==> config.mk <==
export PLATFORM = sky130hd
export DESIGN_NAME = voice_alloc
export DESIGN_NICKNAME = d
export VERILOG_FILES = /design/src/rtl/synth_pkg.sv /design/src/rtl/voice_slot.sv /design/src/rtl/voice_alloc.sv
export SDC_FILE = /design/constraint.sdc
export NUM_CORES = 1
export LEC_CHECK = 0
export ABC_AREA = 1
export BUFFER_PORTS_ARGS = -buffer_cell sky130_fd_sc_hd__buf_2
export CAP_MARGIN = 20
export CORE_MARGIN = 1
export CORE_UTILIZATION = 35
export DETAILED_ROUTE_END_ITERATION = 16
export GPL_ROUTABILITY_DRIVEN = 0
export SLEW_MARGIN = 25
export SYNTH_ARGS = -nofsm -noshare
export SYNTH_HDL_FRONTEND = slang
export SYNTH_SLANG_ARGS = --single-unit
==> constraint.sdc <==
create_clock -name clk_i -period 3 [get_ports clk_i]
set_input_delay 0.3 -clock clk_i [delete_from_list [all_inputs] [get_ports clk_i]]
set_output_delay 0.3 -clock clk_i [all_outputs]
set_load 0.005 [all_outputs]
==> src/rtl/synth_pkg.sv <==
// Shared types and constants for the synth voice path.
package synth_pkg;

    typedef enum logic [1:0] {
        IDLE  = 2'd0,
        SCAN  = 2'd1,
        APPLY = 2'd2
    } alloc_state_e;

    localparam int NOTE_W     = 4;
    localparam int VOICES_DEF = 4;
    localparam int AGE_W_DEF  = 8;

    typedef struct packed {
        logic              on;
        logic [NOTE_W-1:0] note;
    } note_event_t;

endpackage

==> src/rtl/voice_slot.sv <==
// One voice slot: gate, note and saturating age registers.
module voice_slot #(
    parameter int note_width_p = 4,
    parameter int age_width_p  = 8
) (
    input  logic                    clk_i,
    input  logic                    reset_i,
    input  logic                    load_i,
    input  logic                    clear_i,
    input  logic                    age_inc_i,
    input  logic [note_width_p-1:0] note_i,
    output logic                    gate_o,
    output logic [note_width_p-1:0] note_o,
    output logic [age_width_p-1:0]  age_o
);

    // Load wins over increment so a (re)triggered voice always restarts at age 0.
    always_ff @(posedge clk_i or posedge reset_i) begin
        if (reset_i) begin
            gate_o <= 1'b0;
            note_o <= '0;
            age_o  <= '0;
        end else if (load_i) begin
            gate_o <= 1'b1;
            note_o <= note_i;
            age_o  <= '0;
        end else begin
            if (clear_i)
                gate_o <= 1'b0;
            if (age_inc_i && gate_o && (age_o != '1))
                age_o <= age_o + 1'b1;
        end
    end

endmodule

==> src/rtl/voice_alloc.sv <==
// Polyphonic voice allocator: serial scan of the slots, then one apply cycle
// that retriggers, fills a free slot, or steals the oldest voice.
module voice_alloc
    import synth_pkg::*;
#(
    parameter int voices_p     = VOICES_DEF,
    parameter int note_width_p = NOTE_W,
    parameter int age_width_p  = AGE_W_DEF
) (
    input  logic                             clk_i,
    input  logic                             reset_i,
    input  logic                             note_valid_i,
    output logic                             note_ready_o,
    input  logic [note_width_p-1:0]          note_i,
    input  logic                             note_on_i,
    output logic [voices_p-1:0]              voice_gate_o,
    output logic [voices_p*note_width_p-1:0] voice_note_o,
    output logic [voices_p-1:0]              voice_start_o,
    output logic                             steal_o
);

    localparam int IDX_W = $clog2(voices_p);

    alloc_state_e r_state, w_state_next;

    logic [IDX_W-1:0]        r_idx, r_match_idx, r_free_idx, r_old_idx;
    logic                    r_match_found, r_free_found, r_old_found;
    logic [age_width_p-1:0]  r_old_age;
    logic                    r_evt_on;
    logic [note_width_p-1:0] r_evt_note;

    logic [age_width_p-1:0]  w_age [voices_p];
    logic                    w_cur_gate;
    logic [note_width_p-1:0] w_cur_note;
    logic [age_width_p-1:0]  w_cur_age;
    logic                    w_accept, w_apply, w_steal;
    logic [IDX_W-1:0]        w_target;
    logic [voices_p-1:0]     w_load, w_clear, w_age_inc;

    assign w_accept   = note_valid_i && note_ready_o;
    assign w_cur_gate = voice_gate_o[r_idx];
    assign w_cur_note = voice_note_o[r_idx*note_width_p +: note_width_p];
    assign w_cur_age  = w_age[r_idx];

    always_ff @(posedge clk_i or posedge reset_i) begin
        if (reset_i)
            r_state <= IDLE;
        else
            r_state <= w_state_next;
    end

    always_comb begin
        w_state_next = r_state;
        case (r_state)
            IDLE:    if (w_accept) w_state_next = SCAN;
            SCAN:    if (r_idx == IDX_W'(voices_p - 1)) w_state_next = APPLY;
            APPLY:   w_state_next = IDLE;
            default: w_state_next = IDLE;
        endcase
    end

    // Priority: match retriggers, else lowest free slot, else steal the oldest.
    always_comb begin
        note_ready_o = (r_state == IDLE) && !reset_i;
        w_apply      = (r_state == APPLY);
        w_target     = r_old_idx;
        w_steal      = 1'b0;
        w_load       = '0;
        w_clear      = '0;
        w_age_inc    = '0;
        if (r_match_found)
            w_target = r_match_idx;
        else if (r_free_found)
            w_target = r_free_idx;
        else
            w_steal = w_apply && r_evt_on;
        for (int v = 0; v < voices_p; v++) begin
            if (w_apply && r_evt_on) begin
                w_load[v]    = (w_target == IDX_W'(v));
                w_age_inc[v] = 1'b1;
            end else if (w_apply) begin
                w_clear[v] = r_match_found && (r_match_idx == IDX_W'(v));
            end
        end
    end

    always_ff @(posedge clk_i or posedge reset_i) begin
        if (reset_i) begin
            r_idx         <= '0;
            r_match_idx   <= '0;
            r_free_idx    <= '0;
            r_old_idx     <= '0;
            r_match_found <= 1'b0;
            r_free_found  <= 1'b0;
            r_old_found   <= 1'b0;
            r_old_age     <= '0;
            r_evt_on      <= 1'b0;
            r_evt_note    <= '0;
            voice_start_o <= '0;
            steal_o       <= 1'b0;
        end else begin
            voice_start_o <= w_load;
            steal_o       <= w_steal;
            if (r_state == IDLE && w_accept) begin
                r_evt_on      <= note_on_i;
                r_evt_note    <= note_i;
                r_idx         <= '0;
                r_match_found <= 1'b0;
                r_free_found  <= 1'b0;
                r_old_found   <= 1'b0;
            end else if (r_state == SCAN) begin
                r_idx <= r_idx + 1'b1;
                if (w_cur_gate && (w_cur_note == r_evt_note) && !r_match_found) begin
                    r_match_found <= 1'b1;
                    r_match_idx   <= r_idx;
                end
                if (!w_cur_gate && !r_free_found) begin
                    r_free_found <= 1'b1;
                    r_free_idx   <= r_idx;
                end
                // Strict compare keeps the lowest index on equal ages.
                if (w_cur_gate && (!r_old_found || (w_cur_age > r_old_age))) begin
                    r_old_found <= 1'b1;
                    r_old_idx   <= r_idx;
                    r_old_age   <= w_cur_age;
                end
            end
        end
    end

    for (genvar gi = 0; gi < voices_p; gi++) begin : g_slot
        voice_slot #(
            .note_width_p (note_width_p),
            .age_width_p  (age_width_p)
        ) u_slot (
            .clk_i     (clk_i),
            .reset_i   (reset_i),
            .load_i    (w_load[gi]),
            .clear_i   (w_clear[gi]),
            .age_inc_i (w_age_inc[gi]),
            .note_i    (r_evt_note),
            .gate_o    (voice_gate_o[gi]),
            .note_o    (voice_note_o[gi*note_width_p +: note_width_p]),
            .age_o     (w_age[gi])
        );
    end

endmodule

==> flow_summary.json <==
{
  "placementRows": 41,
  "grt_max_degree": 36,
  "cts_hold_buffers": 0,
  "synth_cell_types": 27,
  "cts_inserted_buffers": 9,
  "drive_above_1_share_pct": 11.9,
  "max-cap-violations": 0,
  "power.leakage_nw": 2.68,
  "synth_area_per_cell_um2": 7.72,
  "ys_warn_count": 0,
  "switching_power_mw": 1.82,
  "pin_count": 34,
  "drt-pass1-iter-count": 5,
  "drt-initial-drc-count": 174,
  "routed_wl_um": 11200,
  "dp_hpwl_um": 8240,
  "synth_edf_count": 0,
  "synth_simple_gate_area_share_pct": 29.2,
  "dieArea_um2": 13400,
  "hp-class": "input pin to asynchronous set/reset pin",
  "crit_path_start_kind": "register",
  "vias_per_cell": 4.98,
  "ys_ff_latch": 83,
  "overflow": 0,
  "grt_pass1_wl_um": 19000,
  "tightestPinTransition_ns": 0.593,
  "p_per_area_nw_per_um2": 869,
  "combinationalPowerShare_pct": 38.2,
  "clock_skew_ns": 0.00825,
  "outcome": "finished clean",
  "p_sw_share_pct": 40.9,
  "dieWidth_um": 116,
  "worstPathMaxFanout": 20,
  "start_util_pct": 36.0,
  "antenna_found_initial": 0,
  "finalHoldViolCount": 0,
  "dp_slack_ns": 0.513,
  "synth_area_um2": 4540,
  "grt.total_usage_pct": 18.6,
  "timing.rr.start": "r_idx[1]",
  "wire_per_inst_um": 14.1,
  "synth_compound_area_share_pct": 9.53,
  "path_clk_slew_ns": 0.07,
  "synth_top_area_share_pct": 45.7,
  "ys_top_cells_by_area": "dfrtp_1, nand2_1, nand3_1",
  "nets": 638,
  "cts_tree": "done",
  "ant_nets": 0,
  "relSlewSlack_pct": 60.4,
  "remaining_drc_errors": 0,
  "p_int_mw": 2.63,
  "grt_pass1_vias": 3946,
  "syn_nets": 609,
  "synth_top_family_by_area": "simple AND/OR/NAND/NOR gates",
  "port-buffer-count": 33,
  "dpl_cell_area_um2": 4810,
  "cts-root-buf": "clkbuf_16",
  "worstPathRequired_ns": 3.23,
  "die_y_um": 116,
  "min_period_ns": 2.52,
  "critPathKind": "register to register",
  "synth_ff_type": "dfrtp_1",
  "setup_slack_ns": 0.476,
  "yosysSeqAreaShare_pct": 45.7,
  "finalSetupViolations": 0,
  "synth_top_area_cell": "dfrtp_1",
  "r2r_slack_ns": 0.48,
  "setup_tns_ns": 0,
  "clock_path_buffers": 2,
  "cp.arrival_ns": 2.75,
  "htree_num_levels": 3,
  "synthMuxAreaShare_pct": 0,
  "p_seq_share_pct": 36.1,
  "final-max-slew-violation-count": 0,
  "clk_latency_ns": 0.35,
  "post_cts_resized": 0,
  "finalCritPeriodShare_pct": 84.1,
  "diodes": 0,
  "reg2reg_depth": 14,
  "achievable-frequency_mhz": 396,
  "netlist_instances": 588,
  "core-area_um2": 12600,
  "rsz0062_at_grt": "no",
  "num_vias": 3952,
  "syn_to_final_growth_pct": 12.9,
  "rr_endpoint": "r_old_age[7]",
  "pwr-share-clk_pct": 25.7,
  "cp-end-kind": "register",
  "synth-async-reset-ratio_pct": 100,
  "cts_setup_buffers": 0,
  "yosys.area_share.xor_xnor_pct": 3.28,
  "peakVddDrop_mv": 0.443,
  "clock-sinks": 83,
  "synth-adder-area-share_pct": 3.58,
  "final_cell_area_um2": 5130
}
through the flow:
stage               power (mW)  util [%]  hold WS (ns)  std cells
floorplan                 2.86         -         0.421        588
global placement          3.26      38.2         0.396        778
detailed placement        3.32      38.2         0.402        778
CTS                       4.48      40.6        0.0293        794
global route              4.84      40.6        0.0602        794
finish                    4.45      40.6       0.00217        794
flip-flops by register name (all words and copies together) (netlist names), 2 cells and up:
name,flops
r_free_idx,2
r_old_idx,2
voice_start_o,4
g_slot.u_slot.gate_o,4
r_evt_note,4
r_match_idx,2
r_idx,2
r_state,2
g_slot.u_slot.note_o,16
g_slot.u_slot.age_o,32
r_old_age,8
worst max-delay path: stages (launching register included):
cell and delay [ns]:
dfrtp_1 0.37, inv_1 0.42, o21ai_0 0.18, a21oi_1 0.15, a21oi_1 0.08, ha_1 0.32
nand2_1 0.08, nor2_1 0.16, nand2_1 0.07, nand2_1 0.05, nand2_1 0.04, nand2_1 0.06
nand2_1 0.21, nand2_1 0.14, nand2_1 0.05
cell usage after synthesis (4+ instances only):
cell	instances
xnor2_1	4
nand2_1	181
inv_1	59
o21ai_2	4
o21ai_0	48
nand3_1	65
a21oi_1	20
buf_6	6
nand3_2	4
xor2_1	13
buf_4	4
ha_1	13
nand4_1	7
buf_2	9
nor3_1	10
inv_2	7
nor2_1	37
dfrtp_1	83
routing by layer:
layer / up-vias / part of all wire (%) / GRT usage [%]
met4: 0 / 2.5 / 8.97
li1: 1955 / - / -
met3: 19 / 5.2 / 2.88
met1: 1868 / 44 / 23.7
met5: - / 0 / 0
met2: 110 / 49 / 30.8
layout make-up:
type / instances / area [µm²]
flip-flops and latches: 83 / 2080
clock buffers: 10 / 239
inverters: 66 / 249
well taps: 172 / 215
clock inverters: 6 / 72.6
repair buffers: 38 / 203
fillers: 1313 / 7490
multi-input cells: 419 / 2070
power groups by stage:
stage,registers [mW],logic (mW),clock network (mW)
after floorplan,1.56,1.30,0
final,1.61,1.70,1.15
after global placement,1.62,1.64,0
after CTS,1.61,1.71,1.17
after global routing,1.64,1.97,1.22
after detailed placement,1.62,1.70,0
placed cells by master, fill, tap and decap left out, types with 7 or more instances in the layout:
cell,count
a21oi_1,20
buf_2,33
clkbuf_16,9
dfrtp_1,83
ha_1,13
inv_1,58
inv_2,7
nand2_1,181
nand3_1,65
nand4_1,7
nor2_1,37
nor3_1,10
o21ai_0,48
xor2_1,13
worst max path at each step:
| stage | cells after the start | endpoint | start |
|---|---|---|---|
| floorplan | 1 | g_slot[0].u_slot.age_o[0] | reset_i |
| global placement | 17 | r_old_age[0] | r_idx[0] |
| detailed placement | 17 | r_old_age[7] | r_idx[0] |
| CTS | 17 | r_old_age[7] | r_idx[0] |
| global route | 14 | r_old_age[0] | r_idx[1] |
| finish | 14 | r_old_age[7] | r_idx[1] |
cells by family (layout without fill, tap and decap cells):
family / after synthesis / after routing
AO/OA/AOI/OAI: 81 / 81
XOR/XNOR: 17 / 17
adder cells (fa/ha/maj): 13 / 13
buffers and inverters: 86 / 120
flip-flops: 83 / 83
AND/OR/NAND/NOR: 308 / 308
No activity file was read; power rests on OpenSTA's default activity.
